File: config.mk
export PLATFORM = sky130hd
export DESIGN_NAME = fe_redirect_sequencer
export DESIGN_NICKNAME = d
export VERILOG_FILES = /design/src/rtl/fe_redirect_sequencer.sv
export SDC_FILE = /design/constraint.sdc
export NUM_CORES = 1
export LEC_CHECK = 0
export CORE_UTILIZATION = 30
export DETAILED_ROUTE_END_ITERATION = 10
export GPL_TIMING_DRIVEN = 1
export PLACE_DENSITY = 0.66
export SLEW_MARGIN = 5
export SYNTH_ARGS = -nofsm -noshare
export SYNTH_HDL_FRONTEND = slang
export SYNTH_SLANG_ARGS = --single-unit
File: constraint.sdc
create_clock -name Clk -period 2.6 [get_ports Clk]
set_clock_uncertainty 0.15 [all_clocks]
set_input_delay 0.39 -clock Clk [delete_from_list [all_inputs] [get_ports Clk]]
set_output_delay 0.39 -clock Clk [all_outputs]
set_load 0.01 [all_outputs]
File: src/rtl/fe_redirect_sequencer.sv
// fe_redirect_sequencer
//   Frontend redirect controller. Arbitrates three redirect sources by priority
//   (ROB > predecode > BPU/trap), holds the frontend flush for FLUSH_CYCLES
//   cycles, then presents the new fetch PC to PC-gen with a valid/ready
//   handshake. A strictly higher priority request (or any new ROB request)
//   preempts a redirect that is still flushing or waiting to issue.
//
// Parameters
//   PC_W          fetch PC width
//   FLUSH_CYCLES  cycles the flush is held (1..15)
//   CNT_W         flush counter width (must hold FLUSH_CYCLES-1)
//
// Ports
//   Clk, Rest                clock, asynchronous active-low reset
//   RobRedir/RobRedirPc      ROB commit redirect request and target
//   PreRedir/PreRedirPc      predecode redirect request and target
//   BpRedir/BpRedirPc        BPU / ICache-trap redirect request and target
//   FrontStall               frontend stall (blocks the PC-gen handshake)
//   PcReady                  PC-gen accepts a redirect
//   FlushAll                 flush whole frontend incl. FTQ/predecode (ROB only)
//   FlushFront               flush PC/BTB/TAGE/ICache stages (every source)
//   RedirValid/RedirPc       redirect offered to PC-gen, PC[1:0] forced to 0
//   RedirSrc                 0 none, 1 BP, 2 Pre, 3 ROB
//   Busy                     controller not idle
//
// Optional feature (macro FE_REDIR_PERF_EN)
//   Adds saturating 32-bit counters PerfRobCnt, PerfPreCnt, PerfBpCnt (requests
//   latched per source) and PerfPreemptCnt (preemptions).

module fe_redirect_sequencer #(
  parameter int unsigned PC_W         = 32,
  parameter int unsigned FLUSH_CYCLES = 2,
  parameter int unsigned CNT_W        = 4
) (
  input  logic            Clk,
  input  logic            Rest,
  input  logic            RobRedir,
  input  logic [PC_W-1:0] RobRedirPc,
  input  logic            PreRedir,
  input  logic [PC_W-1:0] PreRedirPc,
  input  logic            BpRedir,
  input  logic [PC_W-1:0] BpRedirPc,
  input  logic            FrontStall,
  input  logic            PcReady,
  output logic            FlushAll,
  output logic            FlushFront,
  output logic            RedirValid,
  output logic [PC_W-1:0] RedirPc,
  output logic [1:0]      RedirSrc,
  output logic            Busy
`ifdef FE_REDIR_PERF_EN
  ,
  output logic [31:0]     PerfRobCnt,
  output logic [31:0]     PerfPreCnt,
  output logic [31:0]     PerfBpCnt,
  output logic [31:0]     PerfPreemptCnt
`endif
);

  typedef enum logic [1:0] {
    StIdle  = 2'd0,
    StFlush = 2'd1,
    StIssue = 2'd2
  } stateT;

  // Source codes double as priority: a larger code wins.
  localparam logic [1:0] SrcNone = 2'd0;
  localparam logic [1:0] SrcBp   = 2'd1;
  localparam logic [1:0] SrcPre  = 2'd2;
  localparam logic [1:0] SrcRob  = 2'd3;

  localparam logic [CNT_W-1:0] CntLoad = CNT_W'(FLUSH_CYCLES - 1);
  localparam logic [PC_W-1:0]  PcMask  = {{(PC_W-2){1'b1}}, 2'b00};

  stateT            state;
  stateT            stateNext;
  logic [CNT_W-1:0] cnt;
  logic [CNT_W-1:0] cntNext;
  logic [1:0]       reqSrc;
  logic [PC_W-1:0]  reqPc;
  logic             reqAny;
  logic             preempt;
  logic             handshake;
  logic             latch;
  logic [1:0]       srcNext;
  logic [PC_W-1:0]  pcNext;

  always_comb begin
    reqSrc = SrcNone;
    reqPc  = '0;
    if (RobRedir) begin
      reqSrc = SrcRob;
      reqPc  = RobRedirPc;
    end else if (PreRedir) begin
      reqSrc = SrcPre;
      reqPc  = PreRedirPc;
    end else if (BpRedir) begin
      reqSrc = SrcBp;
      reqPc  = BpRedirPc;
    end
  end

  assign reqAny    = (reqSrc != SrcNone);
  assign handshake = PcReady && !FrontStall;
  // RedirSrc holds the latched source whenever the controller is busy.
  assign preempt   = (state != StIdle) && reqAny &&
                     ((reqSrc == SrcRob) || (reqSrc > RedirSrc));

  always_comb begin
    stateNext = state;
    cntNext   = cnt;
    srcNext   = RedirSrc;
    pcNext    = RedirPc;
    latch     = 1'b0;
    case (state)
      StIdle: begin
        latch = reqAny;
      end
      StFlush: begin
        if (preempt) begin
          latch = 1'b1;
        end else if (cnt == '0) begin
          stateNext = StIssue;
        end else begin
          cntNext = cnt - CNT_W'(1);
        end
      end
      StIssue: begin
        // Preemption beats the handshake; a request arriving on the handshake
        // cycle is taken as a fresh redirect without passing through idle.
        if (preempt || (handshake && reqAny)) begin
          latch = 1'b1;
        end else if (handshake) begin
          stateNext = StIdle;
          srcNext   = SrcNone;
        end
      end
      default: begin
        stateNext = StIdle;
      end
    endcase
    if (latch) begin
      stateNext = StFlush;
      cntNext   = CntLoad;
      srcNext   = reqSrc;
      pcNext    = reqPc & PcMask;
    end
  end

  // Outputs are registered from the next-state values so they line up with
  // the state they describe.
  always_ff @(posedge Clk or negedge Rest) begin
    if (!Rest) begin
      state      <= StIdle;
      cnt        <= '0;
      FlushAll   <= 1'b0;
      FlushFront <= 1'b0;
      RedirValid <= 1'b0;
      RedirPc    <= '0;
      RedirSrc   <= SrcNone;
      Busy       <= 1'b0;
    end else begin
      state      <= stateNext;
      cnt        <= cntNext;
      FlushAll   <= (stateNext == StFlush) && (srcNext == SrcRob);
      FlushFront <= (stateNext == StFlush);
      RedirValid <= (stateNext == StIssue);
      RedirPc    <= pcNext;
      RedirSrc   <= srcNext;
      Busy       <= (stateNext != StIdle);
    end
  end

`ifdef FE_REDIR_PERF_EN
  always_ff @(posedge Clk or negedge Rest) begin
    if (!Rest) begin
      PerfRobCnt     <= '0;
      PerfPreCnt     <= '0;
      PerfBpCnt      <= '0;
      PerfPreemptCnt <= '0;
    end else begin
      if (latch && (reqSrc == SrcRob) && (PerfRobCnt != '1)) begin
        PerfRobCnt <= PerfRobCnt + 32'd1;
      end
      if (latch && (reqSrc == SrcPre) && (PerfPreCnt != '1)) begin
        PerfPreCnt <= PerfPreCnt + 32'd1;
      end
      if (latch && (reqSrc == SrcBp) && (PerfBpCnt != '1)) begin
        PerfBpCnt <= PerfBpCnt + 32'd1;
      end
      if (preempt && (PerfPreemptCnt != '1)) begin
        PerfPreemptCnt <= PerfPreemptCnt + 32'd1;
      end
    end
  end
`endif

endmodule
==> results.md, run 1 <==
- The run finished with clean final reports.
- The number of nets with antenna violations after detailed routing is 0.
- The final net count is approximately 490.
- Counting the buffers created by CTS gives 5.
- The total power divided by cell area is 859 nW/um^2.
- The number of sinks on the clock net is 42.
- In this run the deepest clock path goes through 2 buffers.
- In the routed design, unresolved DRC markers number 0.
- In the layout the commonest cells are sky130_fd_sc_hd__clkdlybuf4s50_1 (130), sky130_fd_sc_hd__dfrtp_1 (42), sky130_fd_sc_hd__nand2_1 (34).
- The final number of max-transition violations came to 0.
- The critical path goes through clkdlybuf4s50_1 > nor2b_2 > nor2_1 > ha_1 > nor2b_4 > o31ai_2 > a21boi_4 > buf_12 > or3_1.
- The class of the most critical hold timing path is in -> reg.
- The number of synthesized register bits is 42.
- The number of H-tree branching levels is 2.
- For the worst setup path, the data required time is between 2 and 3 ns.
- Summed over all instances, the cell type with the most area after synthesis is sky130_fd_sc_hd__dfrtp_1.
- Of all nets on the critical path, the largest fanout is 17.
- The hold violation count in the final report is 0.
- The via count of the first global-routing pass came to 2305.
- In the global route stage, overall resource usage came out at 16.7%.
- The classification of the worst setup path is in -> reg.
- The width of the chip is slightly above 90 microns.
- The largest single stage delay on the critical path is approximately 0.46 ns.
- In the final layout, the share of cells above drive strength 1 is 13.4%.
- The summed area of non-filler cells in the final layout is 4050 sq um.
- The first global-routing pass estimated between 10 and 15 mm of wire.
- The residual overflow from global routing is 0.
- The proportion of synthesized chip area in sequential cells is 43.0%.
- In this run the count of I/O pins placed on the die edge is approximately 140.
- The number of antenna violations at the first check in global routing is 0.
- Summing all placed instances gives a cell area of 3960 sq um.
- Buffers added to address setup during post-CTS repair amount to 0.
- The clock latency of the later-clocked register in the worst-skew pair is 0.29 ns.
- The worst setup path is captured at a flip-flop.
- Setup repair after global routing left no endpoint under its margin.
- In this run, placement finished with an instance count of 475.
- Relative to the synthesized area, the layout overhead comes to 65.9%.
- The wire length reported by the detailed router is 6.87 mm.
- The worst setup path is launched from an input port.
- The clock tree from TritonCTS is done.
- The detailed-routing iteration count for the pre-antenna-repair pass is 4.
- The number of port buffers is 132.
- The die area is 8510 sq um.
- The effective utilization at floorplan is between 30% and 40%.
- For this block, the initial DRC count from the detailed router was between 50 and 60.
- The combined area of all synthesized cells is 2440 sq um.
- Data on the critical path arrives at its endpoint at 2.48 ns.
- The worst-case IR drop observed on VDD is roughly 0.34 mV.
- The analysis attributes to cell leakage a power of around 1.7 nW.
- The remaining max-slew budget at the tightest pin is a little under two thirds.
- The number of vias in the routed layout is 2342.
- Setup violations remaining at the end of the flow were counted as 0.
- The non-filler instance count after layout is 483.
- Summed over all nets, the half-perimeter wirelength after detailed placement is roughly 5.2 mm.
- The final critical path time including I/O delays and setup is around 2.5 ns.
- The clock root buffer is sky130_fd_sc_hd__clkbuf_8.
- The core area is 7810 sq um.
- The share of Yosys cell area claimed by the top area cell type is 43.0%.
- After layout, the worst path uses between 90% and 100% of the clock period.
- The count of standard-cell rows is 32.
- The distinct cell type count of the synthesized netlist is 45.
- The transition time of the tightest slew-check pin is 0.543 ns.
- The ratio of routed vias to standard cells is 4.85.
- The leading cell type in the layout, fill and taps excluded is sky130_fd_sc_hd__clkdlybuf4s50_1.
- Based on the critical path, the design can be clocked at up to a little over 400 MHz.
- Each instance of the synthesized netlist takes up on average roughly 10 sq um.
- Ranked by total cell area, the synthesized netlist is headed by sky130_fd_sc_hd__dfrtp_1 (43%), sky130_fd_sc_hd__a22oi_1 (8.9%), sky130_fd_sc_hd__mux2_1 (8.3%).
- The antenna diode count is 0.
- For this run, the number of Yosys warnings is 0.
- The pin count of the biggest net entering global routing is 57.
- After clock tree synthesis, the clock-pin slew on the worst setup and hold paths is 0.08 ns.
- The slowest cell on the critical path is sky130_fd_sc_hd__clkdlybuf4s50_1.
- The final RePlAce weighted congestion is roughly 0.76.
- Measured along the y axis, the die boundary spans between 90 and 100 microns.
- The average wire length per cell after detail routing is 14.2 microns.
- The cell count after synthesis came out at 245.
- Max-cap violations in this run came to 0.
==> cell usage after synthesis (all sizes together) <==
library cell	count
or3	2
nand3	1
a21o	1
nand2	34
nor3	6
o21bai	2
o31ai	2
a31o	1
o21ai	31
and3	1
nor2b	2
a22oi	29
buf	11
o221a	1
nor3b	2
nor2	2
a21boi	2
and2	1
o221ai	1
and2b	2
conb	1
o2111ai	1
nand2b	2
nand3b	2
and3b	1
mux2	30
a21oi	8
or4	1
clkbuf	10
ha	4
dfrtp	42
nand4	1
mux2i	2
inv	6
==> power by group <==
group          internal [W]  leakage, nW  switching, W
Clock              0.000180       0.0438      0.000219
Sequential         0.000939        0.507      0.000160
Combinational       0.00120         1.16      0.000779
==> flip-flops by register name, summed over array words and instances, names as in the netlist <==
| signal | count |
|---|---|
| FlushAll | 1 |
| FlushFront | 1 |
| RedirValid | 1 |
| Busy | 1 |
| RedirSrc | 2 |
| RedirPc | 30 |
| state | 2 |
| cnt | 4 |
==> path summary, 6_finish.rpt <==
check / startpoint / endpoint / slack, ns / cells past startpoint
min in group asynchronous: Rest / RedirPc[11] / 0.47 / 2
max reg2reg: RedirSrc[1] / cnt[0] / 0.41 / 7
max: BpRedir / cnt[0] / 0.13 / 9
max in group asynchronous: Rest / RedirPc[9] / 1.15 / 3
min: RobRedir / RedirSrc[1] / 0.30 / 3
min reg2reg: RedirPc[9] / RedirPc[9] / 0.34 / 1
==> kinds of logic after synthesis <==
logic type | synth area share [%]
and+or+nand+nor | 12.6
buffers and inverters | 5.53
DFF | 43.0
AOI/OAI and AO/OA | 20.6
adders and majority gates | 2.05
muxes | 16.0
other | 0.154
==> worst max-delay path, delay by kind of cell <==
kind	cells	cell delay [ns]
buffers and inverters	2	0.63
adder cells (fa/ha/maj)	1	0.22
AO/OA/AOI/OAI	2	0.50
AND/OR/NAND/NOR	4	0.74
==> per-stage QoR <==
| stage | setup TNS (ns) | utilization, % | hold WS (ns) | setup WS [ns] | power (W) |
|---|---|---|---|---|---|
| 2_1_floorplan | 0 | - | -0.0556 | 0.0173 | 0.00213 |
| 3_3_place_gp | -2.04 | 50.8 | 0.257 | -0.112 | 0.00306 |
| 3_5_place_dp | -3.59 | 50.8 | 0.262 | -0.167 | 0.00311 |
| 4_1_cts | 0 | 51.9 | 0.297 | 0.142 | 0.00352 |
| 5_1_grt | 0 | 51.9 | 0.310 | 0.0533 | 0.00373 |
| 6_report | 0 | 51.9 | 0.298 | 0.131 | 0.00348 |
==> what timing repair did <==
action / in CTS / in global routing
hold buffers: 1 / 0
endpoints found under the hold margin: 22 / 0
gates resized for setup: 0 / 0
setup endpoints to repair: 0 / 0
==> layer usage <==
metal  track usage (%)  part of all wire, %  vias to the layer above  wire length, microns
met5                 0                    0                        -                     0
met2              28.5                   51                       89                  3490
met1              20.2                   40                     1092                  2780
li1                  -                    -                     1155                     -
met3              5.80                  7.9                        6                   545
met4              3.52                 0.77                        0                    53
==> layout make-up <==
class,instances,area [sq um]
multi-input combinational,177,1310
inverter,6,22.5
sequential,42,1050
tap,102,128
clock buffer,5,68.8
timing repair buffer,149,1470
fill,739,3760
clock inverter,2,10.0
Power figures use the tool's default switching activity.
==> run 2, diff against run 1 <==
--- a/config.mk
+++ b/config.mk
@@ -8,8 +8,7 @@
 export CORE_UTILIZATION = 30
 export DETAILED_ROUTE_END_ITERATION = 10
 export GPL_TIMING_DRIVEN = 1
-export PLACE_DENSITY = 0.66
-export SLEW_MARGIN = 5
+export PLACE_DENSITY = 0.62
 export SYNTH_ARGS = -nofsm -noshare
 export SYNTH_HDL_FRONTEND = slang
 export SYNTH_SLANG_ARGS = --single-unit
==> constraint.sdc (replaced) <==
create_clock -name Clk -period 2.7 [get_ports Clk]
set_clock_uncertainty 0.15 [all_clocks]
set_input_delay 0.405 -clock Clk [delete_from_list [all_inputs] [get_ports Clk]]
set_output_delay 0.405 -clock Clk [all_outputs]
set_load 0.01 [all_outputs]
==> run 2 against run 1 <==
Flip-flop and latch count did not move. Wire length rose by 0.58%. First-iteration DRC count rose by 10%. Clock power barely moved. Core utilization fell by 0.35 points. Worst setup slack improved by 0.032 ns. Critical path type unchanged. Largest cell class unchanged. Highest routed layer unchanged.
==> results.md, run 2 (same netlist as run 1, synthesis figures left out) <==
- Once detail routing completed, the nets flagged for antenna violations numbered 0.
- The register-to-register path setup slack is 0.48 ns.
- The stage delay of the slowest cell on the critical path is 0.48 ns.
- No sink is reached through more buffers than the 2 on the longest clock path.
- The floorplan has 32 rows.
- Using the TritonRoute via totals, the vias-per-cell ratio works out to approximately 4.8.
- The worst-path maximum fanout is 16.
- The first global-routing pass estimated 11.1 mm of wire.
- In the final layout, the registers with the most flip-flops are RedirPc: 30 flops, cnt: 4 flops.
- The hold violation count in the final report is 0.
- For the worst setup path, the data required time is 2.72 ns.
- The number of clock buffers added by TritonCTS is 5.
- The core area is 7810 sq um.
- The routed design has 6.91 mm of wire.
- Based on the critical path, the design can be clocked at up to 394 MHz.
- The clock tree from TritonCTS is done.
- Cells with a size suffix above 1 make up 12.7% of the layout.
- The number of antenna violations at the first check in global routing is 0.
- Ranked by flip-flop count, first place goes to RedirPc.
- Global routing finished with a remaining overflow of 0.
- The post-cts gate resize count is 0.
- Across the VDD grid, the largest voltage drop is between 0.2 and 0.3 mV.
- In the post-route analysis, the smallest setup slack over all paths is ~0.16 ns.
- Compared with the post-synthesis result, the final layout area differs by 64.8%.
- The half-perimeter wire length after placement is 5.10 mm.
- met2 is the most crowded layer.
- Summed over all cells, the static leakage comes to 1.70 nW.
- Final hold analysis gives a worst-case slack of roughly 0.11 ns.
- The clock tree synthesis step divided the H-tree into 2 levels.
- The number of top-level pins is 141.
- The all-layer global routing usage is about 17%.
- The library cell used most frequently in the layout, excluding fill and tap cells, is sky130_fd_sc_hd__clkdlybuf4s50_1.
- Global routing used 21.0% of the available met1 tracks.
- The element type at the critical path end is a flip-flop.
- In this run the tool buffered the top-level ports with about 130 buffer cells.
- The final critical path takes up 94.0% of the cycle.
- The arrival time reported for the critical path endpoint is 2.56 ns.
- The routing usage on met3 is between 5 and 6%.
- The sum of negative setup slack is 0 ns.
- The library cells used most frequently in the layout, excluding fill and tap cells, are sky130_fd_sc_hd__clkdlybuf4s50_1 (130), sky130_fd_sc_hd__dfrtp_1 (42), sky130_fd_sc_hd__nand2_1 (34).
- The pin count of the biggest net entering global routing is 44.
- The final RePlAce weighted congestion is ~0.73.
- The total of fill cells in the finished design is approximately 760.
- The flow ran to the end, and the final reports show no timing, DRC or antenna violations.
- 0 antenna diodes ended up in the layout.
- Setup repair after global routing left no endpoint under its margin.
- The floorplan step defined a die boundary enclosing 8510 sq um.
- Dividing total power by cell area gives a power density of 827 nW/um^2.
- The effective utilization at floorplan is 31.3%.
- The slowest stage of the critical path belongs to the cell sky130_fd_sc_hd__clkdlybuf4s50_1.
- The number of sinks on the clock net is between 40 and 50.
- From left edge to right edge, the die measures a little over 90 microns.
- The remaining max-slew budget at the tightest pin is about a third.
- The fraction of met2 tracks used by global routing is between 20% and 30%.
- The critical path is of the in -> reg type.
- The first TritonRoute pass finished after 4 iterations.
- For this block, the initial DRC count from the detailed router was 65.
- The transition time of the tightest slew-check pin is between 0.9 and 1 ns.
- Max-cap violations in this run came to 0.
- After clock tree synthesis, the clock-pin slew on the worst setup and hold paths is 0.07 ns.
- For the finished layout, the period the worst path requires is 2.54 ns.
- STA classifies the critical path startpoint as an input port.
- The average wire length per cell after detail routing is 14.4 microns.
- The number of hold buffers added after CTS was 0.
- The worst setup slack before clock tree synthesis is -0.152 ns.
- The class of the most critical hold timing path is in -> async.
- The die height is 92.2 microns.
- The final number of max-transition violations came to 0.
- The later pin in the worst-skew pair is clocked with a latency of 0.29 ns.
- The number of buffers added for setup after CTS is 0.
- Setup violations remaining at the end of the flow were counted as 0.
- In the routed design, unresolved DRC markers number 0.
- The net count of the finished layout is 487.
- The critical path goes through clkdlybuf4s50_1 > nor2_2 > inv_1 > ha_1 > nor2b_2 > o31ai_2 > a21boi_4 > buf_12 > or3_1.
- The via count of the first global-routing pass is approximately 2300.
- The number of vias in the routed layout is 2310.
- The register with the most flip-flops in the layout has 30 of them.
- In this run the clock root is driven by a sky130_fd_sc_hd__clkbuf_8.
[run 2: cell count changes in the layout (fill, tap and decap cells not counted)]
cell,before,now
sky130_fd_sc_hd__clkbuf_8,5,6
sky130_fd_sc_hd__nor2b_2,1,2
sky130_fd_sc_hd__dlygate4sd3_1,1,0
sky130_fd_sc_hd__mux2_4,10,9
sky130_fd_sc_hd__mux2_1,17,18
sky130_fd_sc_hd__ha_4,1,0
sky130_fd_sc_hd__ha_1,3,4
sky130_fd_sc_hd__clkinv_2,2,0
sky130_fd_sc_hd__nor2b_4,1,0
[run 2: worst max-delay path: cells and delay by family]
kind / cells / cell delay [ns]
fa+ha+maj: 1 / 0.31
simple gates: 3 / 0.68
buf+inv: 3 / 0.70
compound gates: 2 / 0.46
[run 2: report_power, final]
part           total (W)  switching, W  internal [W]
clock           0.000400      0.000203      0.000197
combinational    0.00187      0.000742       0.00113
sequential       0.00105      0.000149      0.000905
total            0.00333       0.00109       0.00223
[run 2: worst paths after layout]
path	startpoint	end	depth (start not counted)
worst max-delay path	PreRedir	cnt[0]	9
worst min register to register	RedirPc[16]	RedirPc[16]	1
worst min-delay path	Rest	RedirValid	1
min in group Clk	RobRedir	RedirSrc[1]	3
worst max register to register	RedirSrc[1]	cnt[0]	7
max in group asynchronous	Rest	RedirPc[10]	1
[run 2: routing by layer]
layer  vias up  routed length [microns]
met3         6                      555
met2        87                     3340
met1      1067                     2950
li1       1150                        -
met5         -                        0
met4         0                       66
[run 2: stage by stage]
stage | area (sq um) | std cells | power, W | util (%)
after floorplan | 2480 | 246 | 0.00202 | -
after global placement | 3940 | 475 | 0.00292 | 50.5
after detailed placement | 3940 | 475 | 0.00296 | 50.5
after CTS | 4020 | 481 | 0.00337 | 51.5
after global routing | 4020 | 481 | 0.00356 | 51.5
final | 4020 | 481 | 0.00333 | 51.5
[run 2: final cells by class]
type / instances / area, sq um / area share [%]
flip-flops and latches: 42 / 1050 / 26.1
inverters: 6 / 22.5 / 0.560
well taps: 102 / 128 / 3.17
multi-input cells: 177 / 1280 / 31.9
repair buffers: 148 / 1460 / 36.2
clock buffers: 6 / 82.6 / 2.05
